**src/rtl/edge_det_pkg.sv**
```systemverilog
// Shared constants and helpers for the multi-channel edge detector.
package edge_det_pkg;

   localparam logic [1:0] EDGE_OFF  = 2'b00;
   localparam logic [1:0] EDGE_RISE = 2'b01;
   localparam logic [1:0] EDGE_FALL = 2'b10;
   localparam logic [1:0] EDGE_BOTH = 2'b11;

   localparam int MAX_SYNC_STAGES = 4;
   localparam int MAX_DEBOUNCE    = 255;

   // Bits needed to hold values 0..value-1; used to size the debounce counter.
   function automatic int clog2(input int value);
      int r;
      r = 0;
      for (int i = 0; i < 31; i++) begin
         if ((1 << i) < value) r = i + 1;
      end
      return r;
   endfunction

endpackage

```
**src/rtl/d_ff_async_en.sv**
```systemverilog
// Library flop cell: asynchronous active-high reset to RST_VAL, load enable.
module d_ff_async_en #(
   parameter int             W       = 1,
   parameter logic [W-1:0]   RST_VAL = '0
) (
   input  logic         clk,
   input  logic         rst,
   input  logic         en,
   input  logic [W-1:0] d,
   output logic [W-1:0] q
);

   always_ff @(posedge clk or posedge rst) begin
      if (rst)     q <= RST_VAL;
      else if (en) q <= d;
   end

endmodule

```
**src/rtl/edge_det_chan.sv**
```systemverilog
// One detector channel: synchroniser, debounce filter, edge delay flop and
// the sticky status bit.
module edge_det_chan
   import edge_det_pkg::*;
#(
   parameter int   SYNC_STAGES = 2,
   parameter int   DEBOUNCE    = 0,
   parameter logic RESET_LEVEL = 1'b0
) (
   input  logic       clk,
   input  logic       rst,
   input  logic       sig_in,
   input  logic [1:0] mode,
   input  logic       clr,
   output logic       level,
   output logic       pulse,
   output logic       status
);

   logic sync;
   logic filt;
   logic dly;
   logic rise;
   logic fall;
   logic status_d;

   generate
      if (SYNC_STAGES == 0) begin : g_nosync
         assign sync = sig_in;
      end else begin : g_sync
         logic [SYNC_STAGES-1:0] chain_q;
         logic [SYNC_STAGES-1:0] chain_d;
         if (SYNC_STAGES == 1) begin : g_one
            assign chain_d = sig_in;
         end else begin : g_many
            assign chain_d = {chain_q[SYNC_STAGES-2:0], sig_in};
         end
         d_ff_async_en #(.W(SYNC_STAGES), .RST_VAL({SYNC_STAGES{RESET_LEVEL}})) u_chain (
            .clk(clk), .rst(rst), .en(1'b1), .d(chain_d), .q(chain_q)
         );
         assign sync = chain_q[SYNC_STAGES-1];
      end
   endgenerate

   generate
      if (DEBOUNCE == 0) begin : g_nodeb
         d_ff_async_en #(.W(1), .RST_VAL(RESET_LEVEL)) u_filt (
            .clk(clk), .rst(rst), .en(1'b1), .d(sync), .q(filt)
         );
      end else begin : g_deb
         localparam int               CNT_W    = clog2(DEBOUNCE + 1);
         localparam logic [CNT_W-1:0] CNT_LAST = CNT_W'(DEBOUNCE - 1);
         logic [CNT_W-1:0] cnt_q;
         logic [CNT_W-1:0] cnt_d;
         logic             accept;

         // Any sample matching the accepted level restarts the count.
         always_comb begin
            accept = 1'b0;
            cnt_d  = '0;
            if (sync != filt) begin
               if (cnt_q == CNT_LAST) accept = 1'b1;
               else                   cnt_d  = cnt_q + CNT_W'(1);
            end
         end

         d_ff_async_en #(.W(CNT_W), .RST_VAL('0)) u_cnt (
            .clk(clk), .rst(rst), .en(1'b1), .d(cnt_d), .q(cnt_q)
         );
         d_ff_async_en #(.W(1), .RST_VAL(RESET_LEVEL)) u_filt (
            .clk(clk), .rst(rst), .en(accept), .d(sync), .q(filt)
         );
      end
   endgenerate

   d_ff_async_en #(.W(1), .RST_VAL(RESET_LEVEL)) u_dly (
      .clk(clk), .rst(rst), .en(1'b1), .d(filt), .q(dly)
   );

   assign rise  = filt & ~dly;
   assign fall  = ~filt & dly;
   assign pulse = (rise & ((mode == EDGE_RISE) || (mode == EDGE_BOTH)))
                | (fall & ((mode == EDGE_FALL) || (mode == EDGE_BOTH)));
   assign level = filt;

   // Set has priority over clear so an event coinciding with clr survives.
   assign status_d = (status & ~clr) | pulse;

   d_ff_async_en #(.W(1), .RST_VAL(1'b0)) u_status (
      .clk(clk), .rst(rst), .en(1'b1), .d(status_d), .q(status)
   );

endmodule

```
**src/rtl/edge_detector_multi.sv**
```systemverilog
// Multi-channel edge detector with per-channel mode, sticky status and a
// single maskable interrupt.
module edge_detector_multi #(
   parameter int   NUM_CH      = 4,
   parameter int   SYNC_STAGES = 2,
   parameter int   DEBOUNCE    = 0,
   parameter logic RESET_LEVEL = 1'b0
) (
   input  logic [0:0]          clk,
   input  logic                rst,
   input  logic [NUM_CH-1:0]   sig_in,
   input  logic [2*NUM_CH-1:0] mode,
   input  logic [NUM_CH-1:0]   clr,
   input  logic [NUM_CH-1:0]   irq_en,
   output logic [NUM_CH-1:0]   level_out,
   output logic [NUM_CH-1:0]   edge_pulse,
   output logic [NUM_CH-1:0]   status,
   output logic                irq
);

   generate
      for (genvar i = 0; i < NUM_CH; i++) begin : g_ch
         edge_det_chan #(
            .SYNC_STAGES(SYNC_STAGES),
            .DEBOUNCE   (DEBOUNCE),
            .RESET_LEVEL(RESET_LEVEL)
         ) u_chan (
            .clk   (clk),
            .rst   (rst),
            .sig_in(sig_in[i]),
            .mode  (mode[2*i+1:2*i]),
            .clr   (clr[i]),
            .level (level_out[i]),
            .pulse (edge_pulse[i]),
            .status(status[i])
         );
      end
   endgenerate

   assign irq = |(status & irq_en);

endmodule

```
**config.mk**
```make
export PLATFORM = sky130hd
export DESIGN_NAME = edge_detector_multi
export DESIGN_NICKNAME = d
export VERILOG_FILES = /design/src/rtl/edge_det_pkg.sv /design/src/rtl/d_ff_async_en.sv /design/src/rtl/edge_det_chan.sv /design/src/rtl/edge_detector_multi.sv
export SDC_FILE = /design/constraint.sdc
export NUM_CORES = 1
export LEC_CHECK = 0
export ABC_AREA = 0
export CAP_MARGIN = 40
export CELL_PAD_IN_SITES_DETAIL_PLACEMENT = 1
export CELL_PAD_IN_SITES_GLOBAL_PLACEMENT = 2
export CORE_MARGIN = 4
export CORE_UTILIZATION = 35
export DETAILED_ROUTE_END_ITERATION = 10
export DONT_BUFFER_PORTS = 1
export PLACE_DENSITY_LB_ADDON = 0.3
export SYNTH_ARGS = -nofsm -noshare
export SYNTH_HDL_FRONTEND = slang
export SYNTH_SLANG_ARGS = --single-unit
```
**constraint.sdc**
```tcl
create_clock -name clk -period 1 [get_ports clk]
set_clock_uncertainty 0.05 [all_clocks]
set_input_delay 0.1 -clock clk [delete_from_list [all_inputs] [get_ports clk]]
set_output_delay 0.1 -clock clk [all_outputs]
set_load 0.05 [all_outputs]
```
After elaboration in Yosys (flattened, before gate mapping)
Cells that the tools add are included.

Bitwise operators: 41. Equal/unequal tests: 12. Reductions and logical operators: 9.

Operator list (number): 1-bit AND (20); 2-bit == test, second input constant (8); 1-bit NOT (12); 2-bit by 1-bit == test with 1-bit output, second input constant (4); 1-bit logical OR (8); 1-bit OR (8); 4-bit AND (1); 4-bit OR reduction (1).

Word-level logic and storage cells: 78. Input port bits: 22. Flip-flop bits (word level): 20. Output and inout port bits: 13.

Depth between registers and ports, before layout
Gate-level depths: netlist (run 1).

Word-level depth: 5. Gate-level depth with buffers: 3.

By module
Synthesis (run 1) repeated with hierarchy kept, for this count alone.

Cell total of the unflattened synthesis: 83. Area total of the unflattened synthesis: 979.7 um2.

By module, submodules not included: d_ff_async_en (g_ch[0].u_chan.g_nodeb.u_filt ...) (area an instance 43.8 um2, instances 12, cells each 3, sequential area each 25.0 um2); d_ff_async_en (g_ch[0].u_chan.g_sync.u_chain ...) (area an instance 76.3 um2, instances 4, cells each 5, sequential area each 50.0 um2); edge_det_chan (area an instance 32.5 um2, instances 4, cells each 6, sequential area each 0.0 um2); edge_detector_multi (area an instance 18.8 um2, instances 1, cells each 3, sequential area each 0.0 um2).

Worst setup path after synthesis (run 1)
No wires, ideal clock.

Path kind: register to output. Start point: reg g_ch[1].u_chan.u_status.q. End point: out irq. Setup slack: 14 ps. Stages on the path, launching flop included: 3. Data arrival time: 836 ps. Data required time: 850 ps. Cells stage by stage: dfrtp_1 a22oi_1 nand2_1.

Cells in the longest elaborated chain, start to end: 2.

RTL lines: start, declared (line d_ff_async_en.sv:10) `output logic [W-1:0] q`; start signal, assigned (line d_ff_async_en.sv:14) `if (rst) q <= RST_VAL;`; start signal, assigned (line d_ff_async_en.sv:15) `else if (en) q <= d;`; 4-bit AND (line edge_detector_multi.sv:40) `assign irq = |(status & irq_en);`; 4-bit OR reduction (line edge_detector_multi.sv:40); end, declared (line edge_detector_multi.sv:18) `output logic irq`.

No other way between the ends.

Worst setup path in the final report (run 1)
Start point: reg g_ch[1].u_chan.g_nodeb.u_filt.q. End point: out edge_pulse[1].

Cells in the longest elaborated chain, start to end: 4. Elaborated cells on any way between the ends: 6.

RTL lines: start, declared (line d_ff_async_en.sv:10); start signal, assigned (line d_ff_async_en.sv:14); start signal, assigned (line d_ff_async_en.sv:15); 1-bit NOT (line edge_det_chan.sv:81) `assign fall = ~filt & dly;`; 1-bit AND (line edge_det_chan.sv:81); 1-bit AND (line edge_det_chan.sv:83) `| (fall & ((mode == EDGE_FALL) || (mode == EDGE_BOTH)));`; 1-bit OR (*) (line edge_det_chan.sv:83); end, declared (line edge_detector_multi.sv:16) `output logic [NUM_CH-1:0] edge_pulse,`.

Mark *: on every way between the ends. The rest lies on a longest branch, timed or not.

==> out/metrics.cfg, run 1 <==
[placed_design]
io_buffers = 0
area_after_detailed_placement_um2 = 805
post-place-cells = 87
place.gp.congestion = 0.697
pre_cts_slack_ps = -14.6

[critical_path]
cp_num_cells = 3
crit_chain = buf_4 -> o21ai_2 -> buf_6
cp.required_ps = 850
r2r-start = g_ch[3].u_chan.g_nodeb.u_filt.q
critical_path.max_stage_delay_ps = 420
regToRegSetupSlack_ps = 30
worst_r2r_path_depth = 3
critical-path-slowest-cell = sky130_fd_sc_hd__dfrtp_1
worstSetupEndpointType = primary output
path_max_fanout = 3
critPathTopFamily = flip-flops
worst-setup-path-type = flop to primary output
worst-endpoint-arrival_ps = 1150
worst_r2r_endpoint = g_ch[3].u_chan.u_status.q
start_kind = flop
critPathCapture = edge_pulse[1]
crit_buf_inv = 2
critical_path.startpoint = g_ch[1].u_chan.g_nodeb.u_filt.q

[global_routing]
antenna_violations_before_repair = 0
global_route_wire_length_before_repair_mm = 2.64
grt_pass1_vias = 574
groute.usage.overall = 0.135
global_route.overflow_total = 0
grt_use_met3 = 0.0388
grt_max_degree = 21
met1_usage = 0.118
global_route.usage.met2 = 0.273
gr-max-usage-layer = met2

[outcome]
run_status = complete, but fails checks
failed_checks = hold timing, setup timing

[die]
starting_utilization_of_the_core_area = 0.371
floorplan.die.width_um = 53.6
std_cell_rows = 16
die_h_um = 53.6
floorplan.die_area_um2 = 2870
io_pins = 35
core_area_um2 = 1960

[yosys]
number_of_flops_mapped_to_enable_cells_by_yosys = 0
synth_cell_types = 8
synth_top_area_frac = 0.687
yosys.cell_count.top_type = sky130_fd_sc_hd__dfrtp_1
synth.net_count = 78
synth.ff_latch_count = 20
synth_area_leader_cell = sky130_fd_sc_hd__dfrtp_1
ys.warnings.count = 0
syn_inst = 56
synth-seq-area-share = 0.687
avgSynthCellArea_um2 = 13.0
syn-cell-area_um2 = 728
synthFlopType = sky130_fd_sc_hd__dfrtp_1
synth.cells.most_frequent = 20 x sky130_fd_sc_hd__dfrtp_1, 12 x sky130_fd_sc_hd__buf_4, 5 x sky130_fd_sc_hd__inv_1, 5 x sky130_fd_sc_hd__nand2_1
netlist_top_cells_area = sky130_fd_sc_hd__dfrtp_1 69%, sky130_fd_sc_hd__buf_4 12%, sky130_fd_sc_hd__o221ai_1 4.8%
synthArstFlopShare = 1.00

[layout]
area_grow_syn2layout_pct = 52.1
final_design_area_no_fill_um2 = 1110
post_layout_nonfiller_instances = 107
layout.nets = 104
proportion_of_layout_cells_with_a_drive_suffix_above_1 = 0.475
diodes = 0

[power]
worst_ir_drop_vdd_mv = 0.862
powerDensity_nw_per_um2 = 1570
cellLeakagePower_nw = 0.501
design_power_total_mw = 1.74

[routing]
detailedRoute.firstPassIterationCount = 1
routed_wire_length_per_instance_um = 15.5
via_per_inst = 4.59
detailroute.via_count = 491
route.detailed.drc = 0
detailedRoute.firstIterationViolations = 0
drtAntennaViolNets = 0
wirelength_mm = 1.66

[timing]
timing.hold.ws_ps = -34.7
worst_slack_ps = -305
final_report_max_slew_violation_count = 0
rsz_0062_raised_after_global_routing = yes
finalCritPeriodShare = 1.30
count_of_endpoints_failing_setup_in_the_final_report = 13
max_slew.worst_pin.slew_ps = 246
worst_slew_margin_rel = 0.836
fmax_ghz = 0.766
final_period_minus_worst_setup_slack_ps = 1300
hold_violations = 1

[job]
max_cap_viol_count = 0

[clock_tree]
cts.sinks = 20
cts_tree = done
clock_tree.root_cell = sky130_fd_sc_hd__clkbuf_4
worst_setup_hold_path_clk_slew_ps = 100
cts.path.max_buffers = 2
holdBufCountCts = 9
clk-insertion-delay-late_ps = 280
cts_max_level = 1
cts_inserted_buffers = 3

[hold_path]
min_delay_worst_type = input pin to flop

## worst min path at each step
stage / start / end / depth (start not counted)
floorplan: rst / g_ch[0].u_chan.g_nodeb.u_filt.q / 1
global placement: rst / g_ch[1].u_chan.g_sync.u_chain.q[0] / 2
detailed placement: rst / g_ch[1].u_chan.g_sync.u_chain.q[1] / 2
CTS: mode[0] / g_ch[0].u_chan.u_status.q / 2
global route: mode[0] / g_ch[0].u_chan.u_status.q / 2
finish: mode[0] / g_ch[0].u_chan.u_status.q / 2
## final cells by class
class,instances,area [um^2]
multi-input combinational,19,159
sequential,20,503
tap,27,33.8
timing repair buffer,33,370
clock buffer,3,22.5
inverter,5,18.8
fill,214,855
## where the power goes
| group | leakage [nW] | switching (mW) | internal, mW | total (mW) |
|---|---|---|---|---|
| Sequential | 0.234 | 0.0347 | 0.859 | 0.894 |
| Clock | 0.0138 | 0.221 | 0.140 | 0.361 |
| Combinational | 0.254 | 0.264 | 0.224 | 0.488 |
## state kept, by name, indices dropped and copies added, names as in the netlist
| register | flops |
|---|---|
| g_ch.u_chan.u_status.q | 4 |
| g_ch.u_chan.u_dly.q | 4 |
| g_ch.u_chan.g_nodeb.u_filt.q | 4 |
| g_ch.u_chan.g_sync.u_chain.q | 8 |
## per-stage QoR
step            util  hold slack [ps]  TNS [ps]
2_1_floorplan      -             13.8         0
5_1_grt        0.564            -18.9     -3120
6_report       0.564            -34.7     -2320
4_1_cts        0.531            -57.6     -2430
3_5_place_dp   0.410            -15.4     -25.8
3_3_place_gp   0.410            -26.3         0
## cells in the final DEF, fill, tap and decap left out
cell,count
sky130_fd_sc_hd__a22oi_2,2
sky130_fd_sc_hd__buf_12,2
sky130_fd_sc_hd__buf_4,6
sky130_fd_sc_hd__buf_6,12
sky130_fd_sc_hd__buf_8,4
sky130_fd_sc_hd__clkbuf_4,3
sky130_fd_sc_hd__dfrtp_1,18
sky130_fd_sc_hd__dfrtp_2,2
sky130_fd_sc_hd__dlygate4sd3_1,9
sky130_fd_sc_hd__inv_1,5
sky130_fd_sc_hd__nand2_1,4
sky130_fd_sc_hd__nand2_2,1
sky130_fd_sc_hd__nand3b_1,4
sky130_fd_sc_hd__o21ai_2,4
sky130_fd_sc_hd__o221ai_1,2
sky130_fd_sc_hd__o221ai_2,2
## routing by layer
metal / up-vias / wire, um
met5: - / 0
met4: 0 / 0
met3: 0 / 127
met2: 18 / 1030
met1: 249 / 502
li1: 224 / -
## cell families after synthesis
kind of cell           share of synthesized area
AND/OR/NAND/NOR                           0.0670
buffers and inverters                      0.149
flip-flops                                 0.687
AO/OA/AOI/OAI                             0.0962
## timing repair
item                                   4_1_cts  5_1_grt
endpoints found under the hold margin       28        2
setup endpoints to repair                   13       15
gates resized for setup                     21       16
pin swaps                                    2        3
buffers inserted                             6        6
Note: power is estimated with default switching activity, not from simulation.
==> run 2: changes to the inputs <==
--- a/config.mk
+++ b/config.mk
@@ -10,7 +10,8 @@
 export CELL_PAD_IN_SITES_DETAIL_PLACEMENT = 1
 export CELL_PAD_IN_SITES_GLOBAL_PLACEMENT = 2
 export CORE_MARGIN = 4
-export CORE_UTILIZATION = 35
+export CORE_UTILIZATION = 38
+export CTS_BUF_LIST = sky130_fd_sc_hd__clkbuf_8
 export DETAILED_ROUTE_END_ITERATION = 10
 export DONT_BUFFER_PORTS = 1
 export PLACE_DENSITY_LB_ADDON = 0.3
==> out/metrics.cfg, run 2 (synthesis gave the netlist of run 1 again) <==
[layout]
proportion_of_layout_cells_with_a_drive_suffix_above_1 = 0.483  ; +0.00776
layout.nets = 110  ; +5.8%
area_grow_syn2layout_pct = 64.6
registers.top_by_ff_count = g_ch.u_chan.g_sync.u_chain.q
layout.area.seq_um2 = 500  ; -0.50%
final_design_area_no_fill_um2 = 1200  ; +8.2%
largest_reg_flops = 8  ; unchanged
final_common_cell = sky130_fd_sc_hd__dfrtp_1
diodes = 0  ; unchanged
n_fill_cell = 173  ; -19%
most_frequent_cells_in_the_layout = 20 x sky130_fd_sc_hd__dfrtp_1, 15 x sky130_fd_sc_hd__buf_6, 9 x sky130_fd_sc_hd__dlygate4sd3_1
multiInputGateArea_um2 = 151  ; -4.7%

[routing]
detailedRoute.firstPassIterationCount = 4  ; +3
wirelength_mm = 2.10  ; +27%
route.detailed.drc = 0  ; unchanged
drtAntennaViolNets = 0  ; unchanged
detailedRoute.firstIterationViolations = 10  ; +10
via_per_inst = 4.71  ; +2.5%
routedLengthMet1_um = 770  ; +53%
routed_wire_length_per_instance_um = 18.8  ; +21%
met3_length_um = 119  ; -6.3%
detailroute.via_count = 527  ; +7.3%
dr.max_layer_used = met4
wl_met2_mm = 1.19  ; +16%

[global_routing]
groute.usage.overall = 0.150  ; +0.0146
antenna_violations_before_repair = 0  ; unchanged
grt_max_degree = 21  ; unchanged
global_route_wire_length_before_repair_mm = 2.77  ; +4.7%
grt_pass1_vias = 563  ; -1.9%
global_route.overflow_total = 0  ; unchanged

[critical_path]
crit_buf_inv = 1  ; -1
critical-path-slowest-cell = sky130_fd_sc_hd__dfrtp_1
critPathTopFamily = flip-flops
worst-setup-path-type = flop to primary output
crit_chain = nand3b_1 -> o21ai_2 -> buf_6
worstSetupEndpointType = primary output
start_kind = flop
worst-endpoint-arrival_ps = 1130  ; -20 ps
cp.required_ps = 850  ; about the same
critical_path.max_stage_delay_ps = 390  ; -30 ps
path_max_fanout = 2  ; -1

[die]
floorplan.die.width_um = 51.8  ; -3.4%
std_cell_rows = 15  ; -1
core_area_um2 = 1760  ; -10%
io_pins = 35  ; unchanged
die_h_um = 51.8  ; -3.4%
starting_utilization_of_the_core_area = 0.413  ; +0.0416
floorplan.die_area_um2 = 2680  ; -6.7%

[clock_tree]
cts_inserted_buffers = 3  ; unchanged
clk-insertion-delay-late_ps = 260  ; -20 ps
cts.path.max_buffers = 2  ; unchanged
cts_tree = done
clock_tree.root_cell = sky130_fd_sc_hd__clkbuf_8
cts.sinks = 20  ; unchanged
worst_setup_hold_path_clk_slew_ps = 70  ; -30 ps
cts_max_level = 1  ; unchanged

[power]
cellLeakagePower_nw = 0.555  ; +11%
design_power_total_mw = 2.04  ; +17%
worst_ir_drop_vdd_mv = 1.16  ; +34%
powerDensity_nw_per_um2 = 1700  ; +7.9%

[placed_design]
io_buffers = 0  ; unchanged
area_after_detailed_placement_um2 = 817  ; +1.6%
place.gp.congestion = 0.606  ; -13%
hpwlAfterDp_mm = 1.13

[job]
max_cap_viol_count = 0  ; unchanged

[timing]
fmax_ghz = 0.784  ; +2.3%
totalNegativeSetupSlack_ps = -2100  ; +220 ps
rsz_0062_raised_after_global_routing = yes
final_report_max_slew_violation_count = 0  ; unchanged
max_slew.worst_pin.slew_ps = 246  ; +0.164 ps
worst_slew_margin_rel = 0.836  ; about the same
hold_violations = 0  ; -1
worst_slack_ps = -275  ; +29.5 ps
final_period_minus_worst_setup_slack_ps = 1280  ; -29.5 ps
count_of_endpoints_failing_setup_in_the_final_report = 13  ; unchanged
finalCritPeriodShare = 1.28  ; -0.0295
timing.hold.ws_ps = 29.9  ; +64.7 ps

[outcome]
failed_checks = setup timing
run_status = complete, but fails checks

[hold_path]
min_delay_worst_type = input pin to flop

## run 2: layout make-up
type / count / share of cell area
clock buffer: 4 / 0.0459
inverter: 5 / 0.0157
multi-input combinational: 19 / 0.126
sequential: 20 / 0.418
tap: 25 / 0.0261
timing repair buffer: 39 / 0.368
## run 2: repair_timing
action,4_1_cts,5_1_grt
pin swaps,3,1
hold endpoints to repair,28,0
setup endpoints to repair,13,15
hold buffers,9,0
gates resized for setup,27,14
setup buffers,9,9
## run 2: path summary, 6_finish.rpt
path / cells after the start / start / end / slack (ps)
max in group asynchronous: 3 / rst / g_ch[2].u_chan.g_nodeb.u_filt.q / 440
worst min-delay path: 2 / mode[6] / g_ch[3].u_chan.u_status.q / 30
worst min register to register: 0 / g_ch[2].u_chan.g_sync.u_chain.q[0] / g_ch[2].u_chan.g_sync.u_chain.q[1] / 300
min in group asynchronous: 3 / rst / g_ch[3].u_chan.g_sync.u_chain.q[1] / 260
worst max-delay path: 3 / g_ch[2].u_chan.u_dly.q / edge_pulse[2] / -280
worst max register to register: 4 / g_ch[1].u_chan.u_status.q / g_ch[1].u_chan.u_status.q / 10
## run 2: stage by stage
step | setup WS, ps | std cells | utilization
global placement | 16.1 | 87 | 0.463
global route | -336 | 112 | 0.679
CTS | -272 | 109 | 0.644
detailed placement | -27.2 | 87 | 0.463
floorplan | 13.7 | 56 | -
finish | -275 | 112 | 0.679
## run 2: power breakdown
group          switching [mW]  total [mW]  internal [mW]
Sequential             0.0363       0.896          0.860
Clock                   0.256       0.606          0.350
Combinational           0.281       0.534          0.253
## run 2: routing by layer
layer | up-vias | track usage
met5 | - | 0
met4 | 0 | 0.0917
met3 | 2 | 0.0430
met2 | 24 | 0.286
met1 | 260 | 0.136
li1 | 241 | -
## run 2: worst register-to-register path: stages (launching register included)
cell                       delay, ps
sky130_fd_sc_hd__dfrtp_1         400
sky130_fd_sc_hd__buf_6           130
sky130_fd_sc_hd__buf_6           100
sky130_fd_sc_hd__inv_2            50
sky130_fd_sc_hd__o221ai_2        110
